--- src/rtl/bus_slave_sel.sv ---
// bus_slave_sel: registered slave selector for the AZ-Processor bus.
//
// Latches the slave index from the top IDX_W bits of m_addr on address strobe,
// holds the active-low chip select for the whole access, routes the selected
// slave's ready back to the master and pulses err on unmapped (or, optionally,
// hung) accesses.
//
// Optional feature macro: BUS_SLAVE_TIMEOUT_EN
//   defined     - an ACCESS that sees no ready for TIMEOUT cycles ends in ERR.
//   not defined - no counter is built; ACCESS waits for ready indefinitely and
//                 TIMEOUT/TMO_W are unused.
//
// Ports:
//   clk      in   system clock, rising edge
//   reset_   in   synchronous reset, active low
//   m_as_    in   address strobe from the granted master, active low
//   m_addr   in   word address from the granted master
//   s_rdy_   in   per-slave ready, active low
//   s_cs_    out  registered chip selects, active low, at most one low
//   s_index  out  latched index of the current or last access
//   busy     out  high while in ACCESS or ERR
//   rdy_     out  ready to master, active low
//   err      out  one-cycle bus-error pulse
module bus_slave_sel #(
  parameter int unsigned ADDR_W  = 30,
  parameter int unsigned N_SLAVE = 8,
  parameter int unsigned IDX_W   = 3,
  parameter int unsigned TIMEOUT = 255,
  parameter int unsigned TMO_W   = 8
) (
  input  logic               clk,
  input  logic               reset_,
  input  logic               m_as_,
  input  logic [ADDR_W-1:0]  m_addr,
  input  logic [N_SLAVE-1:0] s_rdy_,
  output logic [N_SLAVE-1:0] s_cs_,
  output logic [IDX_W-1:0]   s_index,
  output logic               busy,
  output logic               rdy_,
  output logic               err
);

  localparam int unsigned IdxLimW = IDX_W + 1;
  // One extra bit so N_SLAVE == 2**IDX_W is representable; then every index maps.
  localparam logic [IdxLimW-1:0] NSlaveLim = IdxLimW'(N_SLAVE);

  typedef enum logic [1:0] {
    StIdle,
    StAccess,
    StErr
  } state_e;

  state_e             state_q;
  logic [N_SLAVE-1:0] cs_q;
  logic [IDX_W-1:0]   idx_q;

  logic [IDX_W-1:0]   addr_idx;
  logic               addr_mapped;
  logic [N_SLAVE-1:0] cs_dec;
  logic               sel_rdy_n;
  logic               tmo_hit;

  assign addr_idx    = m_addr[ADDR_W-1 -: IDX_W];
  assign addr_mapped = ({1'b0, addr_idx} < NSlaveLim);

  // Only the upper index bits select a slave; the word offset is not decoded here.
  logic unused_addr_low;
  assign unused_addr_low = ^m_addr[ADDR_W-IDX_W-1:0];

  // One-hot active-low decode of the incoming index.
  always_comb begin
    cs_dec = '1;
    for (int unsigned i = 0; i < N_SLAVE; i++) begin
      if (addr_idx == i[IDX_W-1:0]) begin
        cs_dec[i] = 1'b0;
      end
    end
  end

  // Ready of the latched slave only; other slaves' ready lines are ignored.
  always_comb begin
    sel_rdy_n = 1'b1;
    for (int unsigned i = 0; i < N_SLAVE; i++) begin
      if (idx_q == i[IDX_W-1:0]) begin
        sel_rdy_n = s_rdy_[i];
      end
    end
  end

`ifdef BUS_SLAVE_TIMEOUT_EN
  logic [TMO_W-1:0] tmo_cnt_q;

  assign tmo_hit = (tmo_cnt_q == TMO_W'(TIMEOUT - 1));

  // Held at zero outside ACCESS, so every access starts counting from 0.
  always_ff @(posedge clk) begin
    if (!reset_) begin
      tmo_cnt_q <= '0;
    end else if (state_q != StAccess) begin
      tmo_cnt_q <= '0;
    end else if (sel_rdy_n && !tmo_hit) begin
      tmo_cnt_q <= tmo_cnt_q + 1'b1;
    end
  end
`else
  localparam int unsigned unused_tmo_cfg = TIMEOUT + TMO_W;

  assign tmo_hit = 1'b0;
`endif

  always_ff @(posedge clk) begin
    if (!reset_) begin
      state_q <= StIdle;
      cs_q    <= '1;
      idx_q   <= '0;
    end else begin
      unique case (state_q)
        StIdle: begin
          if (!m_as_) begin
            idx_q <= addr_idx;
            if (addr_mapped) begin
              cs_q    <= cs_dec;
              state_q <= StAccess;
            end else begin
              state_q <= StErr;
            end
          end
        end
        StAccess: begin
          // Ready wins over timeout when both occur in the same cycle.
          if (!sel_rdy_n) begin
            cs_q    <= '1;
            state_q <= StIdle;
          end else if (tmo_hit) begin
            cs_q    <= '1;
            state_q <= StErr;
          end
        end
        StErr: begin
          state_q <= StIdle;
        end
        default: begin
          cs_q    <= '1;
          state_q <= StIdle;
        end
      endcase
    end
  end

  // Status outputs decode the state register directly, so they cannot glitch
  // on input changes; rdy_ in ACCESS is an intentional pass-through.
  always_comb begin
    rdy_ = 1'b1;
    unique case (state_q)
      StAccess: rdy_ = sel_rdy_n;
      StErr:    rdy_ = 1'b0;
      default:  rdy_ = 1'b1;
    endcase
  end

  assign busy    = (state_q != StIdle);
  assign err     = (state_q == StErr);
  assign s_cs_   = cs_q;
  assign s_index = idx_q;

endmodule

--- config.mk ---
export PLATFORM = sky130hd
export DESIGN_NAME = bus_slave_sel
export DESIGN_NICKNAME = d
export VERILOG_FILES = /design/src/rtl/bus_slave_sel.sv
export SDC_FILE = /design/constraint.sdc
export NUM_CORES = 1
export LEC_CHECK = 0
export BUFFER_PORTS_ARGS = -buffer_cell sky130_fd_sc_hd__buf_2
export CAP_MARGIN = 20
export CORE_MARGIN = 2
export CORE_UTILIZATION = 35
export DETAILED_ROUTE_END_ITERATION = 8
export HOLD_SLACK_MARGIN = 0.1
export PLACE_DENSITY = 0.88
export SETUP_SLACK_MARGIN = 0.1
export SLEW_MARGIN = 25
export SYNTH_ARGS = -nofsm -noshare
export SYNTH_HDL_FRONTEND = slang
export SYNTH_SLANG_ARGS = --single-unit
--- constraint.sdc ---
create_clock -name clk -period 3.7 [get_ports clk]
set_input_delay 0.74 -clock clk [delete_from_list [all_inputs] [get_ports clk]]
set_output_delay 0.74 -clock clk [all_outputs]
set_load 0.02 [all_outputs]
# Word level (Yosys, flattened, before mapping)
# Cells that the tools add are included.
totals:
  ff_bits: 13
  inputBits: 41
  out_inout_bits: 14
  elab_cells: 53
classes:
  eq_ne: 18
  mux: 23
  n_bitwise: 2
  n_reduce_logical: 7
ops:
  columns: ["operator", "count"]
  rows:
  - ["$eq 3x3->1 const B", 8]
  - ["$pmux 8 s3", 1]
  - ["$mux 1", 16]
  - ["$mux 8", 2]
  - ["$eq 3x2->1 const B", 4]
  - ["$eq 3x1->1 const B", 2]
  - ["$logic_not 3->1", 2]
  - ["$mux 2", 2]
  - ["$ne 2x2->1 const B", 2]
  - ["$pmux 2 s2", 1]
  - ["$reduce_and 2->1", 2]
  - ["$reduce_and 3->1", 1]
  - ["$eq 2x1->1 const B", 1]
  - ["$eq 2x2->1 const B", 1]
  - ["$logic_not 2->1", 1]
  - ["$not 1->1", 2]
  - ["$pmux 1 s2", 1]
  - ["$reduce_bool 2->1", 1]

# Longest topological paths before layout
depth:
  ltp_word: 11
  mapped_depth: 5
  depth_no_buf: 4

# Worst setup path after synthesis
# OpenSTA, ideal clock, no wires.
synth_path:
  kind: "input port to output port"
  startpoint: "in s_rdy_[7]"
  endpoint: "out rdy_"
  t_arrival_ps: 1453
  required_ps: 2960
  path_slack_ps: 1507
  cell_stages: 3
  n_path_buf: 0
  path_cell_list: "mux2i_1 o221ai_2 or3_1"
synth_via:
  elab_chain_len: 2
synth_lines:
  columns: ["element", "line", "source"]
  rows:
  - ["start, declared", "35", "input logic [N_SLAVE-1:0] s_rdy_,"]
  - ["$mux 1", "84", "if (idx_q == i[IDX_W-1:0]) begin"]
  - ["$pmux 1 s2", "154", "unique case (state_q)"]
  - ["end, declared", "39", "output logic rdy_,"]
# No other way between the ends.

# Worst setup path in the final report
layout_path:
  startpoint: "reg idx_q[2] (netlist: s_index[2])"
  endpoint: "out rdy_"
layout_via:
  elab_chain_len: 10
  word_cells_on_any_way: 17
  cone_classes: "eq/ne: 7; mux: 9; reduce/logical: 1"
layout_lines:
  columns: ["element", "line", "source"]
  rows:
  - ["start, declared", "55", "logic [IDX_W-1:0] idx_q;"]
  - ["start signal, assigned", "120", "idx_q <= addr_idx;"]
  - ["$logic_not 3->1", "84", null]
  - ["$mux 1 (7 in a row)", "84", null]
  - ["$mux 1 (*)", "84", null]
  - ["$pmux 1 s2 (*)", "154", null]
# Mark *: on every way between the ends. The rest lies on a longest branch, timed or not.

==> results_dict.tcl <==
set metrics [dict create \
    maxCapViolations 0 \
    drive_gt1_frac 0.402 \
    cp-start-kind "flop" \
    area_delta_synth_final_pct 30.6 \
    p_leak_nw 0.292 \
    post_synth_xor_area_fraction 0 \
    netlist_top_cells_area "dfxtp_1 (44%), a2bb2oi_1 (9.6%), mux2i_1 (7.3%)" \
    reg2reg_slack_ns 2.15 \
    synth_most_common_cell "dfxtp_1" \
    cts_hold_buf 0 \
    cts_inserted_buffers 3 \
    overflow 0 \
    r2r_start "s_index[2]" \
    dpl.hpwl_um 879 \
    intPower_uw 217 \
    gp_congestion 0.753 \
    crit_required_ns 2.96 \
    vias 493 \
    synth_area_leader_cell "dfxtp_1" \
    async_flop_share 0 \
    die_y_um 43.6 \
    endpoint_kind "primary output" \
    final_nets 124 \
    swShare 0.257 \
    multiInputGateArea_um2 289 \
    critical_path.max_stage_delay_ns 0.48 \
    yosysTopAreaCellShare 0.438 \
    grt_pass1_wl_um 1680 \
    clkPwrFrac 0.346 \
    yosys.area_share.simple 0.208 \
    syn_nets 95 \
    p_seq_frac 0.477 \
    synth-seq-cells 12 \
    first_iter_violations 7 \
    synthAdderAreaFrac 0 \
    htreeDepth 1 \
    synth_top_family_by_area "compound AO/OA/AOI/OAI gates" \
    final_area_um2 716 \
    n_fill_cell 148 \
    firstDrtPassIters 4 \
    io_buffers 26 \
    track_usage 0.121 \
    placed_area_um2 679 \
    clock_latency_ns 0.27 \
    syn_area_per_cell_um2 10.1 \
    r2r_cells 4 \
    path_delay_family "flip-flops" \
    synthMuxAreaShare 0.0731 \
    start_util 0.368 \
    report.final.hold_viol_count 0 \
    crit_type "flop to primary output" \
    r2r-end "s_cs_[4]" \
    peakVddDrop_v 0.000167 \
    fin_crit_ns 2.40 \
    outcome "completed" \
    path_cells "mux2i_1 > o221ai_2 > or3_1 > buf_2" \
    cts_resized 0 \
    drc 0 \
    crit_fanout 6 \
    period_share 0.649 \
    synth_common_cells "dfxtp_1 (12), nand2_1 (7), a2bb2oi_1 (6)" \
    synth-compound-area-share 0.240 \
    worstHoldEndpoint "s_cs_[5]" \
    synth_edf_count 0 \
    cellPowerDensity_nw_per_um2 409 \
    setup_viol_count_final 0 \
    cp_num_buf_inv 1 \
    whs_path_depth 1 \
    cp.arrival_ns 1.66 \
    slew_viol_final 0 \
    drt-total-wl_um 1100 \
    routed_via_density 5.03 \
    syn_area_um2 548 \
    combinationalPowerShare 0.177 \
    worstHoldStart "s_cs_[5]" \
    seq_area_um2 240 \
    io_pins 55 \
    critPathSlowestCell "dfxtp_1" \
    yosysSeqAreaShare 0.438 \
    grt_max_degree 9 \
    finalSetupTns_ns 0 \
    power.switching_uw 75.2 \
    wire_per_inst_um 11.3 \
    synthCells 54 \
    coreArea_um2 1490 \
    num_rows 14 \
    fmax_mhz 416 \
    clk_pin_slew_ns 0.07 \
    cts_root_buf "clkbuf_4" \
    yosysWarnings 0 \
    grt_pass1_vias 441 \
    clock-sinks 12 \
    ant_nets 0 \
    post_cts_buffers 0 \
    min_path_type "flop to flop" \
    cts_max_path_buffers 2 \
    antenna_found_initial 0 \
    rsz0062_at_grt "false" \
    dieArea_um2 1900 \
    clock_skew_ns 0.00507 \
    synth_ff_type "dfxtp_1" \
    antenna_cells 0 \
    synth_cell_types 20 \
    die_w_um 43.6 \
    cts_tree "done" \
]
layer usage:
| layer | global-route usage | vias to the layer above | wire [um] |
|---|---|---|---|
| li1 | - | 252 | - |
| met5 | 0 | - | 0 |
| met1 | 0.140 | 219 | 488 |
| met4 | 0.0909 | 0 | 4 |
| met2 | 0.188 | 20 | 509 |
| met3 | 0.0333 | 2 | 103 |
worst max-delay path by stage:
stage               start   end  slack (ns)  depth (start not counted)
2_1_floorplan   s_rdy_[7]  rdy_        1.51                          3
3_3_place_gp    s_rdy_[5]  rdy_        1.32                          5
3_5_place_dp    s_rdy_[5]  rdy_        1.30                          5
4_1_cts        s_index[2]  rdy_        1.26                          4
5_1_grt        s_index[2]  rdy_        1.20                          4
6_report       s_index[2]  rdy_        1.30                          4
power groups by stage:
stage | Sequential, mW | Clock, mW | Combinational, mW
after global placement | 0.142 | 0 | 0.0513
final | 0.140 | 0.101 | 0.0519
after global routing | 0.140 | 0.113 | 0.0561
after detailed placement | 0.143 | 0 | 0.0519
after floorplan | 0.148 | 0 | 0.0301
after CTS | 0.140 | 0.107 | 0.0522
cell usage in the layout, fill, tap and decap left out, drive strengths merged:
cell type and instances:
nand3 2, o21a 2, o221ai 1, nor3 1, a2bb2oi 6, nor2b 2, clkbuf 4, a21boi 3
nand2 7, buf 26, and3 2, or2 1, or3 1, nand2b 2, conb 1, nor3b 2
mux2i 4, dfxtp 12, nor2 2, o311ai 1
sequential cells by signal, summed over array words and instances, names as in the netlist:
register / count
s_cs_: 8
s_index: 3
state_q: 1
per-stage QoR:
| stage | util | total power, mW | worst slack [ns] | hold slack, ns | instances |
|---|---|---|---|---|---|
| 2_1_floorplan | - | 0.178 | 1.51 | 0.562 | 54 |
| 3_3_place_gp | 0.456 | 0.194 | 1.32 | 0.446 | 94 |
| 3_5_place_dp | 0.456 | 0.195 | 1.30 | 0.452 | 94 |
| 4_1_cts | 0.481 | 0.299 | 1.26 | 0.469 | 98 |
| 5_1_grt | 0.481 | 0.309 | 1.20 | 0.487 | 98 |
| 6_report | 0.481 | 0.293 | 1.30 | 0.463 | 98 |
final cells by class:
cell class | count | area share
clock buffers | 4 | 0.0507
multi-input cells | 40 | 0.404
flip-flops and latches | 12 | 0.336
well taps | 16 | 0.0280
repair buffers | 26 | 0.182
cells by family after synthesis:
logic type,after synthesis
DFF,12
AOI/OAI and AO/OA,13
other,1
muxes,4
and+or+nand+nor,22
buffers and inverters,2
worst register-to-register path, stage by stage (launching register included):
cell	delay (ns)
dfxtp_1	0.48
mux2i_1	0.25
o221ai_2	0.14
o311ai_4	0.40
a2bb2oi_1	0.20
Note: power is estimated with default switching activity, not from simulation.
